File: src/rtl/nram_pkg.sv
// Shared definitions for the NRAM arbiter: FSM state encoding and the
// default storage geometry / burst limit used by the arbiter and its bus.
package nram_pkg;

  localparam int NRAM_DATA_W    = 8;
  localparam int NRAM_ADDR_W    = 6;
  localparam int NRAM_MAX_BURST = 4;
  localparam int BURST_W        = 4;

  typedef enum logic [1:0] {
    IDLE = 2'd0,
    OWN0 = 2'd1,
    OWN1 = 2'd2
  } arb_state_e;

endpackage

File: src/rtl/nram_arbiter_if.sv
// Bus bundle between the two requesters, the arbiter and the NRAMMUX storage.
// The slave side is the arbiter; the master side is the requesters plus the
// RAM model that returns io_ram_Q.
interface nram_arbiter_if
  import nram_pkg::*;
#(
  parameter int DATA_W = NRAM_DATA_W,
  parameter int ADDR_W = NRAM_ADDR_W
);

  logic [1:0]        io_req;
  logic [1:0]        io_we;
  logic [ADDR_W-1:0] io_addr0;
  logic [ADDR_W-1:0] io_addr1;
  logic [DATA_W-1:0] io_wdata0;
  logic [DATA_W-1:0] io_wdata1;
  logic [1:0]        io_gnt;
  logic [1:0]        io_rvalid;
  logic [DATA_W-1:0] io_rdata;
  logic [DATA_W-1:0] io_ram_D;
  logic [ADDR_W-1:0] io_ram_WADD;
  logic [ADDR_W-1:0] io_ram_RADD;
  logic              io_ram_WE;
  logic [DATA_W-1:0] io_ram_Q;

  modport master (
    output io_req, io_we, io_addr0, io_addr1, io_wdata0, io_wdata1, io_ram_Q,
    input  io_gnt, io_rvalid, io_rdata, io_ram_D, io_ram_WADD, io_ram_RADD, io_ram_WE
  );

  modport slave (
    input  io_req, io_we, io_addr0, io_addr1, io_wdata0, io_wdata1, io_ram_Q,
    output io_gnt, io_rvalid, io_rdata, io_ram_D, io_ram_WADD, io_ram_RADD, io_ram_WE
  );

endinterface

File: src/rtl/nram_rr_pick.sv
// Two-way round-robin chooser: with a single request that requester wins,
// with both requesting the one that did not own the RAM last wins.
module nram_rr_pick (
  input  logic [1:0] req,
  input  logic       last_owner,
  output logic [1:0] choice
);

  // one-hot choice from the request pair and the previous owner
  always_comb begin
    choice = 2'b00;
    case (req)
      2'b01:   choice = 2'b01;
      2'b10:   choice = 2'b10;
      2'b11:   choice = last_owner ? 2'b01 : 2'b10;
      default: choice = 2'b00;
    endcase
  end

endmodule

File: src/rtl/nram_arbiter.sv
// Two-requester arbiter for the shared NRAMMUX storage. Grants are
// combinational from the FSM state and the requests; a burst counter limits
// how long one owner can hold the RAM while the other waits. Reads return
// one cycle after the grant, aligned with the RAM's registered output.
// Optional build macro NRAM_ARB_STATS_EN adds saturating per-requester
// grant counters io_gcnt0 / io_gcnt1.
module nram_arbiter
  import nram_pkg::*;
#(
  parameter int DATA_W    = NRAM_DATA_W,
  parameter int ADDR_W    = NRAM_ADDR_W,
  parameter int MAX_BURST = NRAM_MAX_BURST
) (
  input logic           clk,
  input logic           reset,
  nram_arbiter_if.slave bus
`ifdef NRAM_ARB_STATS_EN
  ,
  output logic [15:0]   io_gcnt0,
  output logic [15:0]   io_gcnt1
`endif
);

  localparam logic [BURST_W-1:0] BURST_MAX = BURST_W'(MAX_BURST);

  arb_state_e         state, state_nxt;
  logic [BURST_W-1:0] burst_cnt, burst_nxt;
  logic               last_owner, last_nxt;
  logic [1:0]         pick;
  logic [1:0]         gnt;
  logic               cur, oth;

  logic               own_idx;
  logic               wr_fire, rd_fire;
  logic [ADDR_W-1:0]  own_addr;
  logic [DATA_W-1:0]  own_wdata;
  logic [ADDR_W-1:0]  wadd_p0, radd_p0;
  logic [DATA_W-1:0]  wd_p0;
  logic [1:0]         rvld_p1;

  nram_rr_pick u_pick (
    .req        (bus.io_req),
    .last_owner (last_owner),
    .choice     (pick)
  );

  assign cur = (state == OWN1);
  assign oth = ~cur;

  // state, burst counter and last owner registers
  always_ff @(posedge clk or negedge reset) begin
    if (!reset) begin
      state      <= IDLE;
      burst_cnt  <= '0;
      last_owner <= 1'b1;
    end else begin
      state      <= state_nxt;
      burst_cnt  <= burst_nxt;
      last_owner <= last_nxt;
    end
  end

  // grant decision and next-state; grant is forced low while in reset
  always_comb begin
    state_nxt = state;
    burst_nxt = burst_cnt;
    last_nxt  = last_owner;
    gnt       = 2'b00;
    case (state)
      IDLE: begin
        if (pick != 2'b00) begin
          gnt       = pick;
          state_nxt = pick[1] ? OWN1 : OWN0;
          burst_nxt = BURST_W'(1);
          last_nxt  = pick[1];
        end
      end
      OWN0, OWN1: begin
        if (bus.io_req[cur] && !(burst_cnt == BURST_MAX && bus.io_req[oth])) begin
          gnt[cur] = 1'b1;
          if (burst_cnt < BURST_MAX) burst_nxt = burst_cnt + 1'b1;
        end else if (bus.io_req[oth]) begin
          gnt[oth]  = 1'b1;
          state_nxt = oth ? OWN1 : OWN0;
          burst_nxt = BURST_W'(1);
          last_nxt  = oth;
        end else begin
          state_nxt = IDLE;
        end
      end
      default: state_nxt = IDLE;
    endcase
    if (!reset) gnt = 2'b00;
  end

  assign own_idx   = gnt[1];
  assign own_addr  = own_idx ? bus.io_addr1 : bus.io_addr0;
  assign own_wdata = own_idx ? bus.io_wdata1 : bus.io_wdata0;
  assign wr_fire   = (gnt != 2'b00) && bus.io_we[own_idx];
  assign rd_fire   = (gnt != 2'b00) && !bus.io_we[own_idx];

  assign bus.io_gnt      = gnt;
  assign bus.io_ram_WE   = wr_fire;
  assign bus.io_ram_WADD = wr_fire ? own_addr  : wadd_p0;
  assign bus.io_ram_D    = wr_fire ? own_wdata : wd_p0;
  assign bus.io_ram_RADD = rd_fire ? own_addr  : radd_p0;

  // ---- stage p0 -> p1: hold last RAM addresses/data, launch read-valid ----
  always_ff @(posedge clk or negedge reset) begin
    if (!reset) begin
      wadd_p0 <= '0;
      wd_p0   <= '0;
      radd_p0 <= '0;
      rvld_p1 <= 2'b00;
    end else begin
      if (wr_fire) begin
        wadd_p0 <= own_addr;
        wd_p0   <= own_wdata;
      end
      if (rd_fire) radd_p0 <= own_addr;
      rvld_p1 <= rd_fire ? gnt : 2'b00;
    end
  end

  assign bus.io_rvalid = rvld_p1;
  assign bus.io_rdata  = (rvld_p1 != 2'b00) ? bus.io_ram_Q : '0;

`ifdef NRAM_ARB_STATS_EN
  // saturating grant counters per requester
  always_ff @(posedge clk or negedge reset) begin
    if (!reset) begin
      io_gcnt0 <= '0;
      io_gcnt1 <= '0;
    end else begin
      if (gnt[0] && io_gcnt0 != 16'hFFFF) io_gcnt0 <= io_gcnt0 + 16'd1;
      if (gnt[1] && io_gcnt1 != 16'hFFFF) io_gcnt1 <= io_gcnt1 + 16'd1;
    end
  end
`endif

endmodule
File: src/flat_wrapper.sv
// flat-port wrapper written by rule: the top's interface ports become plain ports
module nram_arbiter_flat import nram_pkg::*;
#(
  parameter int DATA_W    = NRAM_DATA_W,
  parameter int ADDR_W    = NRAM_ADDR_W,
  parameter int MAX_BURST = NRAM_MAX_BURST
)
  (clk, reset, bus_io_req, bus_io_we, bus_io_addr0, bus_io_addr1, bus_io_wdata0, bus_io_wdata1, bus_io_ram_Q, bus_io_gnt, bus_io_rvalid, bus_io_rdata, bus_io_ram_D, bus_io_ram_WADD, bus_io_ram_RADD, bus_io_ram_WE);
  nram_arbiter_if #(.DATA_W(DATA_W), .ADDR_W(ADDR_W)) bus_i ();
  input logic clk;
  input logic reset;
  input wire logic [$bits(bus_i.io_req)-1:0] bus_io_req;
  input wire logic [$bits(bus_i.io_we)-1:0] bus_io_we;
  input wire logic [$bits(bus_i.io_addr0)-1:0] bus_io_addr0;
  input wire logic [$bits(bus_i.io_addr1)-1:0] bus_io_addr1;
  input wire logic [$bits(bus_i.io_wdata0)-1:0] bus_io_wdata0;
  input wire logic [$bits(bus_i.io_wdata1)-1:0] bus_io_wdata1;
  input wire logic [$bits(bus_i.io_ram_Q)-1:0] bus_io_ram_Q;
  output wire logic [$bits(bus_i.io_gnt)-1:0] bus_io_gnt;
  output wire logic [$bits(bus_i.io_rvalid)-1:0] bus_io_rvalid;
  output wire logic [$bits(bus_i.io_rdata)-1:0] bus_io_rdata;
  output wire logic [$bits(bus_i.io_ram_D)-1:0] bus_io_ram_D;
  output wire logic [$bits(bus_i.io_ram_WADD)-1:0] bus_io_ram_WADD;
  output wire logic [$bits(bus_i.io_ram_RADD)-1:0] bus_io_ram_RADD;
  output wire logic [$bits(bus_i.io_ram_WE)-1:0] bus_io_ram_WE;
  assign bus_i.io_req = bus_io_req;
  assign bus_i.io_we = bus_io_we;
  assign bus_i.io_addr0 = bus_io_addr0;
  assign bus_i.io_addr1 = bus_io_addr1;
  assign bus_i.io_wdata0 = bus_io_wdata0;
  assign bus_i.io_wdata1 = bus_io_wdata1;
  assign bus_i.io_ram_Q = bus_io_ram_Q;
  assign bus_io_gnt = bus_i.io_gnt;
  assign bus_io_rvalid = bus_i.io_rvalid;
  assign bus_io_rdata = bus_i.io_rdata;
  assign bus_io_ram_D = bus_i.io_ram_D;
  assign bus_io_ram_WADD = bus_i.io_ram_WADD;
  assign bus_io_ram_RADD = bus_i.io_ram_RADD;
  assign bus_io_ram_WE = bus_i.io_ram_WE;
  nram_arbiter #(.DATA_W(DATA_W), .ADDR_W(ADDR_W), .MAX_BURST(MAX_BURST)) u_core (.clk(clk), .reset(reset), .bus(bus_i));
endmodule
File: config.mk
export PLATFORM = sky130hd
export DESIGN_NAME = nram_arbiter_flat
export DESIGN_NICKNAME = d
export VERILOG_FILES = /design/src/rtl/nram_pkg.sv /design/src/rtl/nram_arbiter_if.sv /design/src/rtl/nram_rr_pick.sv /design/src/rtl/nram_arbiter.sv /design/src/flat_wrapper.sv
export SDC_FILE = /design/constraint.sdc
export NUM_CORES = 1
export LEC_CHECK = 0
export CAP_MARGIN = 20
export CORE_MARGIN = 5
export CORE_UTILIZATION = 45
export DETAILED_ROUTE_END_ITERATION = 8
export PLACE_DENSITY = 0.82
export SETUP_SLACK_MARGIN = 0.4
export SYNTH_ARGS = -nofsm -noshare
export SYNTH_HDL_FRONTEND = slang
export SYNTH_SLANG_ARGS = --single-unit
File: constraint.sdc
create_clock -name clk -period 6.91 [get_ports clk]
set_input_delay 1.382 -clock clk [delete_from_list [all_inputs] [get_ports clk]]
set_output_delay 1.382 -clock clk [all_outputs]
set_load 0.02 [all_outputs]
* After elaboration in Yosys (flattened, before gate mapping) *
Index checks and enable logic that the tools add are counted.

word-level totals
  register bits after elaboration = 29
  output and inout bits = 33
  word-level logic and storage cells = 82

cells by class
  $add $sub $neg = 1
  $lt $le $gt $ge = 6
  equal/unequal tests = 11
  multiplexer cells = 39
  bitwise gates (word level) = 1
  reductions and logical operators = 17

operators by type and width
  cell                                                  count
  2-to-1 mux 8 bit                                      3
  2-to-1 mux 2 bit                                      11
  2-to-1 mux 6 bit                                      3
  2-to-1 mux 4 bit                                      4
  2-to-1 mux 1 bit                                      11
  one-hot mux 2 bit (2 select lines)                    2
  one-hot mux 4 bit (2 select lines)                    1
  AND reduction 4 bit                                   2
  nonzero test 2 bit                                    4
  equality test 2 bit (second input constant)           3
  logical AND 1 bit                                     6
  < comparator 1 x 2 -> 1 bit (second input constant)   3
  one-hot mux 2 bit (3 select lines)                    1
  adder 4 x 1 -> 4 bit (second input constant)          1
  equality test 2 x 1 -> 1 bit (second input constant)  2
  equality test 4 x 3 -> 1 bit (second input constant)  1
  < comparator 4 x 3 -> 1 bit (second input constant)   1
  != test 2 x 1 -> 1 bit (second input constant)        2
  != test 3 x 1 -> 1 bit (second input constant)        1
  != test 3 bit (second input constant)                 1
  demux 1 bit (select 1 bit)                            2
  >= comparator 1 bit (second input constant)           2
  logical NOT 1 bit                                     2
  logical NOT 2 bit                                     1
  other kinds (5)                                       5

* Logic depth before layout (Yosys ltp) *
  depth in word-level cells = 15
  gate-level depth with buffers = 10

* Modules after synthesis *
Synthesis repeated with hierarchy kept, for this count alone.

unflattened totals
  cells, all modules = 181
  area, all modules = 1843.0 sq um

modules (own cells, without submodules)
  module        instances  cells an instance  area each (sq um)
  nram_arbiter  1          178                1824.2
  nram_rr_pick  1          3                  18.8

* Worst setup path before layout *
No wires, ideal clock.

  path type = input -> output
  from = input port bus_io_req[1]
  to = output port bus_io_ram_D[0]
  data arrival time = 3133 ps
  required time = 5528 ps
  slack = 2395 ps
  cell stages on the path = 8
  buffers on the path = 2
  cell sequence = buf_2 > mux2_4 > nand2b_4 > a41oi_2 > a2111oi_4 > a21o_4 > buf_6 > o221a_1

on the way
  longest elaborated chain between the ends = 12
  elaborated cells between the ends (all ways) = 23

RTL lines
  what                                                                        line                RTL
  from (decl)                                                                 flat_wrapper.sv:12  input wire logic [$bits(bus_i.io_req)-1:0] bus_io_req;
  branches (longest 6 deep; another with one-hot mux 2 bit (3 select lines))  -
  one-hot mux 2 bit (2 select lines) *                                        nram_arbiter.sv:69  case (state)
  2-to-1 mux 2 bit *                                                          nram_arbiter.sv:93  if (!reset) gnt = 2'b00;
  2-to-1 mux 1 bit (not written as such) (2 in series)                        nram_arbiter.sv:99  assign wr_fire = (gnt != 2'b00) && bus.io_we[own_idx];
  logical AND 1 bit *                                                         nram_arbiter.sv:99
  via bus_io_ram_WE                                                           flat_wrapper.sv:25  output wire logic [$bits(bus_i.io_ram_WE)-1:0] bus_io_ram_WE;
  2-to-1 mux 8 bit *                                                          -
  to (decl)                                                                   flat_wrapper.sv:22  output wire logic [$bits(bus_i.io_ram_D)-1:0] bus_io_ram_D;

Mark *: on every way through the listed nets, which the timed path passes. The select of a mux whose other input is x is not followed.

* Final worst setup path *
  from = input port bus_io_req[0]
  to = output port bus_io_ram_WADD[4]

on the way
  longest elaborated chain between the ends = 12
  elaborated cells between the ends (all ways) = 23

RTL lines
  what                                                                        line                RTL
  branches (longest 6 deep; another with one-hot mux 2 bit (3 select lines))  -
  one-hot mux 2 bit (2 select lines) *                                        nram_arbiter.sv:69
  2-to-1 mux 2 bit *                                                          nram_arbiter.sv:93
  2-to-1 mux 1 bit (not written as such) (2 in series)                        nram_arbiter.sv:99
  logical AND 1 bit                                                           nram_arbiter.sv:99
  2-to-1 mux 6 bit *                                                          -
  to (decl)                                                                   flat_wrapper.sv:23  output wire logic [$bits(bus_i.io_ram_WADD)-1:0] bus_io_ram_WADD;

Mark *: on every way between the ends. The select of a mux whose other input is x is not followed.

==> summary.txt <==
Sw Share - 0.4135
Number of global-route vias before repair - 1609
Power Density - 442.1 nW/um^2
Reg2reg start - u_core.state[1]$_DFFE_PN0P_
Flops & latches, synth - 29
CTS tree - done
Hold_sp - u_core.state[0]$_DFFE_PN0P_
Dominant cells by area after synthesis - dfrtp_1 (41%), o221a_1 (8.5%), nand2b_1 (5.8%), o221a_2 (5.3%), ha_1 (4.4%)
Area Overhead vs Synth - 49.34%
Sequential share of power - 0.247
Setup repair bufs after CTS - 0
Worst R2R End - u_core.wadd_p0[4]$_DFF_PN0_
Average cell area after synthesis - 11.13 um^2
Synth top cells by count - dfrtp_1 (28), nand2b_1 (16), o221a_1 (13), nor2_1 (10), inv_1 (9)
Worst slew margin - 0.6854
Routed WL - 4606 um
Initial antenna violation count - 0
Internal - 663.7 uW
DRC Markers - 0
Max-cap violations - 0
Sum Neg Setup Slack - 0 ns
Part of the cycle the worst path needs - 0.8298
Max-slew violation count - 0
Avg WL per Cell - 16.51 um
GRT Total Usage - 0.1866
Layout Nets - 278
Switching power - 467.9 uW
Final setup fails - 0
Fill count - 269
Vias - 1531
Die ar. - 5144 um^2
Post-synth top area share - 0.4088
H-tree depth - 2
Min-delay worst type - reg2reg
Die Wd - 71.72 um
WHS Path Cells - 2
Dpl hpwl - 3575 um
Hold Slack - 0.5210 ns
Final hold violation count - 0
Logic pwr share - 0.638
DRT antenna net count - 0
Pleak - 1.022 nW
GPL Wtd Cong - 0.8387
Skew final - 0.004973 ns
Crit. End Element - output port
Top_reg_cell synth - dfrtp_1
Initial Utilization - 0.4647
Post-cts resize count - 0
First DRT Iteration DRCs - 101
Syn Inst Count - 154
Share of post-route cells with drive strength above 1 - 0.1212
Critical path class - in2out
Critical path arrival - 4.35 ns
Clk pwr share - 0.115
ANT cells - 0
Clock root buffer - clkbuf_8
Fmax achieved - 174.4 MHz
Library cells used by synthesis - 38
Later-pin clock latency in the skew report - 0.28 ns
Largest net degree at the start of global routing - 31
Async S/R FF share, synth - 1.000
Least-Margin Pin Slew - 0.4702 ns
CTS Buf Count - 5
Global-route wire length before repair - 7645 um
CTS Buffer Depth - 2
Syn Nets - 202
Std cell rows - 22
Post-CTS Hold Fix Bufs - 0
Overflow after GRT - 0
Top-count cell post-synth - dfrtp_1
IO Count - 75
Area leader, netlist - dfrtp_1
Syn. warnings - 0
Reg2Reg Depth - 8
Critical Path Start Type - primary input
Minimum clock period - 5.734 ns
Vias per inst - 5.487
Clock sinks - 29
Clock slew at reported path FFs - 0.05 ns
Core area - 3689 um^2
WHS Endpoint - u_core.state[0]$_DFFE_PN0P_
EDFF count, synth - 0
VDD IR max - 0.2973 mV
DR pass1 iterations - 4
Mapped Area - 1714 um^2
Crit path required time - 5.53 ns
Register-to-register setup slack - 4.21 ns
Unrepaired setup endpoints after global routing - false
Status - finished, final reports clean
Crit Path Max Fanout - 15
# port buffers - 74
DIE HEIGHT - 71.72 um
Post-synthesis sequential area ratio - 0.4241
-- worst max-delay path by stage --
stage | startpoint | endpoint | slack, ns | depth (start not counted)
after floorplan | bus_io_req[1] | bus_io_ram_D[0] | 2.39 | 8
after global placement | bus_io_req[1] | bus_io_ram_WADD[5] | 1.29 | 9
after detailed placement | bus_io_req[0] | bus_io_ram_WADD[4] | 1.19 | 8
after CTS | reset | bus_io_ram_WADD[4] | 1.18 | 8
after global routing | reset | bus_io_ram_WADD[4] | 0.98 | 8
final | bus_io_req[0] | bus_io_ram_WADD[4] | 1.18 | 8
-- area by class of cell --
cell class	count	area (um^2)	share of cell area
Clock buffer	8	80.08	0.03128
Multi-Input combinational cell	109	903.4	0.3529
Tap cell	48	60.06	0.02346
Inverter	9	33.78	0.01320
Timing Repair Buffer	76	755.7	0.2952
Sequential cell	29	726.9	0.2840
-- power groups by stage --
stage	registers [mW]	clock network (mW)	logic, mW
final	0.280	0.130	0.722
after global routing	0.287	0.142	0.774
after CTS	0.279	0.134	0.728
after detailed placement	0.280	0	0.725
after global placement	0.278	0	0.711
after floorplan	0.274	0	0.452
-- layer usage --
metal  up-vias  track usage  routed length (um)
li1        727            -                   -
met2        79       0.3133                2252
met5         -            0                   0
met4         0      0.08559                  89
met1       718       0.2215                1866
met3         7      0.05049                 396
-- per-stage QoR --
step,setup WS [ns],util,power [mW],instance area [um^2],instances
floorplan,2.395,-,0.7258,1714,154
global placement,1.290,0.6723,0.9885,2480,271
detailed placement,1.188,0.6723,1.005,2480,271
CTS,1.185,0.6940,1.141,2560,279
global route,0.9841,0.6940,1.203,2560,279
finish,1.176,0.6940,1.132,2560,279
-- cells by family (layout without fill, tap and decap cells) --
family / count (synthesis) / after routing / synth area share
fa+ha+maj: 6 / 6 / 0.04379
compound gates: 40 / 40 / 0.2475
flops: 29 / 29 / 0.4241
simple gates: 57 / 57 / 0.1956
mux: 6 / 6 / 0.04014
buf+inv: 16 / 93 / 0.04890
-- cell usage in the layout, fill, tap and decap left out, types with 3 or more instances in the layout --
cell,n
nor2_1,10
clkbuf_1,3
mux2_2,3
dfrtp_1,28
o221a_1,13
nand2b_1,16
nand2_1,5
o221a_2,8
ha_1,6
nand3_1,3
clkdlybuf4s50_1,74
nor2b_1,8
clkbuf_8,5
or4_1,6
a21oi_1,6
inv_1,9
-- sequential cells by signal, indices dropped and copies added (netlist names) --
register and count:
u_core.wadd_p0 6, u_core.last_owner 1, u_core.bus.io_rvalid 2, u_core.burst_cnt 4
u_core.radd_p0 6, u_core.state 2, u_core.wd_p0 8
-- worst max-delay path, cell delays in order --
cell and delay [ns]:
clkdlybuf4s50_1 0.64, mux2i_1 0.19, or3_1 0.37, nand3_2 0.13
and2_1 0.41, nand2_2 0.29, o221a_2 0.36, clkdlybuf4s50_1 0.57
Note: power is estimated with default switching activity, not from simulation.
==> variant 1: new RTL, same flow settings <==
The 3 states of `arb_state_e` get a one-hot encoding in 3 bits.
--- a/src/rtl/nram_pkg.sv
+++ b/src/rtl/nram_pkg.sv
@@ -7,10 +7,10 @@
   localparam int NRAM_MAX_BURST = 4;
   localparam int BURST_W        = 4;
 
-  typedef enum logic [1:0] {
-    IDLE = 2'd0,
-    OWN0 = 2'd1,
-    OWN1 = 2'd2
+  typedef enum logic [2:0] {
+    IDLE = 3'b001,
+    OWN0 = 3'b010,
+    OWN1 = 3'b100
   } arb_state_e;
 
 endpackage
Formal check against the unedited RTL: no difference found for any inputs over 10 cycles, from zero or initial values and one cycle with reset low; not proved beyond that.
==> variant 1 against the unedited design <==
Design area up 6.1%. Cell count up 5.4%. Synthesized area increased by 7.6%. Sequential cell count increased by 1. Power down 4.2%. Highest routed layer unchanged. Register-to-register slack improved by 0.32 ns. Routed wire length is 4.0% higher. Via count grew 6.3%. Worst setup slack improved by 0.13 ns. Clock skew grew 0.0021 ns. Critical path type unchanged. Hold slack improved by 0.025 ns. Clock power is 69% higher.
==> variant 1: results (changes against the unedited design) <==
slowest cell delay on critical path 0.73 ns (+0.09 ns); die width 74.0 microns (+3.2%); Static Leak 1.04 nW (+2.2%); routed length per placed instance 16.3 microns (-1.3%); CTS Sinks 30 (+3.4%); first-pass GRT wire length 7.42 mm (-3.0%); M1 wire length 2.01 mm (+7.6%); Clock-cell share 5.25% (+2.1 points); mux contribution to synthesized area 1.22% (-2.8 points); Met2 Routed Length 2.40 mm (+6.7%); Util after Layout 67.9% (-1.5 points); Commonest cells post-synth dfrtp_1 (28), nand2b_1 (20), o221a_2 (18); Synth Net Count 213 (+5.4%); met1 Use GR 22.3% (+0.13 points); Detailed Route WL 4.79 mm (+4.0%); Clock Skews 0.00704 ns (+0.00207 ns); Filler Cells Inserted 311 (+16%); adder-cell area share of the yosys netlist 1.36% (-3.0 points); pre-CTS setup slack 1.30 ns (+0.115 ns); XOR/XNOR Fraction of Synth Area 0.950% (+0.95 points); Compound-Gate Fraction of Synth Area 26.2% (+1.4 points); multi-input gate share of total cell area 36.0% (+0.75 points); detailed placer's ending HPWL 3.60 mm (+0.70%); length of routed met3 wiring 347 microns (-12%); Seq/Total Area, Yosys 40.8% (-1.6 points); fraction of area in registers 27.7% (-0.65 points); status complete, no violations; synth unique cells 54 (+42%); dominant cells by area after synthesis dfrtp_1 (38%), o221a_2 (11%), nand2b_1 (6.8%); inverter count 8 (-1); final period utilization 81.1% (-1.9 points)
==> variant 1: worst paths after layout <==
| check | from | to | slack, ns | depth (start not counted) |
|---|---|---|---|---|
| max reg2reg | u_core.burst_cnt[0] | u_core.wadd_p0[2] | 4.53 | 7 |
| max | bus_io_req[0] | bus_io_ram_WADD[2] | 1.30 | 7 |
| max in group asynchronous | reset | u_core.state[0] | 4.80 | 2 |
| min | u_core.wadd_p0[5] | u_core.wadd_p0[5] | 0.55 | 1 |
| min reg2reg | u_core.wadd_p0[5] | u_core.wadd_p0[5] | 0.55 | 1 |
| min in group asynchronous | reset | u_core.wadd_p0[4] | 1.41 | 1 |
==> variant 1: power breakdown <==
| part | internal (W) | leakage [nW] | switching [W] |
|---|---|---|---|
| registers | 0.000252 | 0.347 | 0.0000549 |
| logic | 0.000286 | 0.626 | 0.000272 |
| clock network | 0.000154 | 0.0714 | 0.0000658 |
| total | 0.000692 | 1.04 | 0.000393 |
==> variant 2: new RTL, same flow settings <==
Without the edit above. Set the package constant `BURST_W` to 6 (it was 4).
--- a/src/rtl/nram_pkg.sv
+++ b/src/rtl/nram_pkg.sv
@@ -5,7 +5,7 @@
   localparam int NRAM_DATA_W    = 8;
   localparam int NRAM_ADDR_W    = 6;
   localparam int NRAM_MAX_BURST = 4;
-  localparam int BURST_W        = 4;
+  localparam int BURST_W        = 6;
 
   typedef enum logic [1:0] {
     IDLE = 2'd0,
Behaviour: no difference found for any inputs over 10 cycles, from zero or initial values and one cycle with reset low; that may be too few to reach the edited logic, so the function may still have changed.
==> variant 2 against the unedited design <==
Hold slack worse by 0.033 ns. Design area up 4.8%. Sequential cell count up 2. Core utilization up 2.3 points. Cell count up 5.0%. Worst setup slack worse by 0.31 ns. Clock power up 60%. Register-to-register slack worse by 0.34 ns. Fmax down 5.1%. Routed wire length up 4.7%. Synthesized area up 3.6%. Power down 2.7%.
==> variant 2: results (changes against the unedited design) <==
Worst Hold End u_core.wd_p0[3]; Worst Path Max Fanout 16 (+1); met1 Use GR 24.1% (+1.9 points); # Post-CTS Setup Buffers 0 (unchanged); Async SR Flop Fraction 100% (unchanged); max reg flops 8 (unchanged); crit path DAT 4.66 ns (+0.31 ns); CTS Root Cell clkbuf_8; Hold Path Depth 1 (-1); vias in the first global route 1673 (+4.0%); synth unique cells 45 (+18%); Cell Area, Synth 0.00178 sq mm (+3.6%); reg-to-reg startpoint u_core.state[0]; Peak VDD IR 192 uV (-35%); slowest stage cell on the critical path clkdlybuf4s50_1; Static Leak 1.05 nW (+3.0%); vias per inst 5.67 (+3.3%); layout cells sized above 1 9.80% (-2.3 points); largest reg by FF count u_core.wd_p0; met3 GRT Util 6.75% (+1.7 points); Seq/Total Area, Yosys 43.7% (+1.3 points); Filler Cells Inserted 280 (+4.1%); status complete, no violations; Synth Net Count 217 (+7.4%); Final GP Congestion 0.902 (+7.5%); Total Nets Final 291 (+4.7%); first-pass GRT wire length 7.82 mm (+2.3%); DRT iter0 DRCs 101 (unchanged); routed length per placed instance 16.5 microns (-0.31%); Least-Margin Pin Slew 1.03 ns (+0.559 ns); synth warn 0 (unchanged); H-tree depth 2 (unchanged); 1st-pass router iterations 4 (unchanged); Reg clk slew, reported paths 0.06 ns; detailed placer's ending HPWL 3.72 mm (+3.9%); total CTS buffers 5 (unchanged); final antenna diode count 0 (unchanged); HP Class reg -> reg; reg2reg path depth 7 (-1); Clock Skews 0.00578 ns (+0.000806 ns); global-route usage over all layers 18.5% (-0.19 points); HP Start u_core.wd_p0[3]; R2R Setup Slk 3.87 ns (-0.34 ns); clock buffer depth 2 (unchanged); slowest cell delay on critical path 0.62 ns (-0.02 ns); initial antenna violation count 0 (unchanged); largest net degree at the start of global routing 17 (-45%); Commonest cells post-synth dfrtp_1 (30), nor2b_1 (13), or3_1 (12); met2 usage 29.0% (-2.4 points); dominant cells by area after synthesis dfrtp_1 (42%), o21a_1 (4.6%), nor2b_1 (4.6%)
-- variant 2: cell count changes after synthesis, sizes merged, moves of 7 or more --
cell | before | now
o21ai | 2 | 9
o221a | 21 | 12
nand2b | 17 | 4
o32a | 0 | 8
o21a | 0 | 11
or3 | 1 | 13
-- variant 2: cell type report --
type / instances / area (sq um) / area share, %
well taps: 48 / 60.1 / 2.24
clock inverters: 2 / 60.1 / 2.24
multi-input cells: 121 / 923 / 34.4
inverters: 9 / 33.8 / 1.26
repair buffers: 76 / 756 / 28.2
clock buffers: 6 / 72.6 / 2.71
flip-flops and latches: 31 / 777 / 29.0
-- variant 2: worst max path at each step --
stage,startpoint,endpoint,slack [ns],cells past startpoint
after floorplan,bus_io_req[1],bus_io_ram_RADD[0],2.81,6
after global placement,reset,bus_io_ram_WADD[3],0.95,8
after detailed placement,reset,bus_io_ram_WADD[4],0.88,8
after CTS,reset,bus_io_ram_WADD[4],0.88,8
after global routing,reset,bus_io_ram_WADD[4],0.62,8
final,reset,bus_io_ram_WADD[4],0.87,8
-- variant 2: cell families (layout without fill, tap and decap cells) --
group                      after synthesis  count (layout)  share of synthesized area, %
AOI/OAI and AO/OA                       60              60                          29.6
and+or+nand+nor                         55              55                          18.2
adders and majority gates                5               5                          3.52
buffers and inverters                   18              93                          4.30
DFF                                     31              31                          43.7
muxes                                    1               1                         0.634
-- variant 2: per-layer routing --
layer / up-vias / wire, microns
met1: 782 / 2060
li1: 804 / -
met3: 8 / 390
met4: 0 / 65
met5: - / 0
met2: 67 / 2310
-- variant 2: where the power goes --
group,internal (W),switching [W]
registers,0.000254,0.0000330
logic,0.000284,0.000322
clock network,0.000144,0.0000638
total,0.000682,0.000418
-- variant 2: critical path: cells and delay by family --
kind	cells	cell delay, ns
buffers and inverters	3	1.48
AO/OA/AOI/OAI	3	1.36
AND/OR/NAND/NOR	2	0.42
-- variant 2: per-stage QoR --
| stage | instance area [sq um] | cells | power, W | worst slack, ns | hold WS, ns |
|---|---|---|---|---|---|
| 2_1_floorplan | 1780 | 170 | 0.000662 | 2.81 | 0.479 |
| 6_report | 2680 | 293 | 0.00110 | 0.868 | 0.488 |
| 3_3_place_gp | 2550 | 285 | 0.000886 | 0.952 | 0.473 |
| 3_5_place_dp | 2550 | 285 | 0.000894 | 0.881 | 0.478 |
| 5_1_grt | 2680 | 293 | 0.00117 | 0.619 | 0.512 |
| 4_1_cts | 2680 | 293 | 0.00111 | 0.881 | 0.495 |
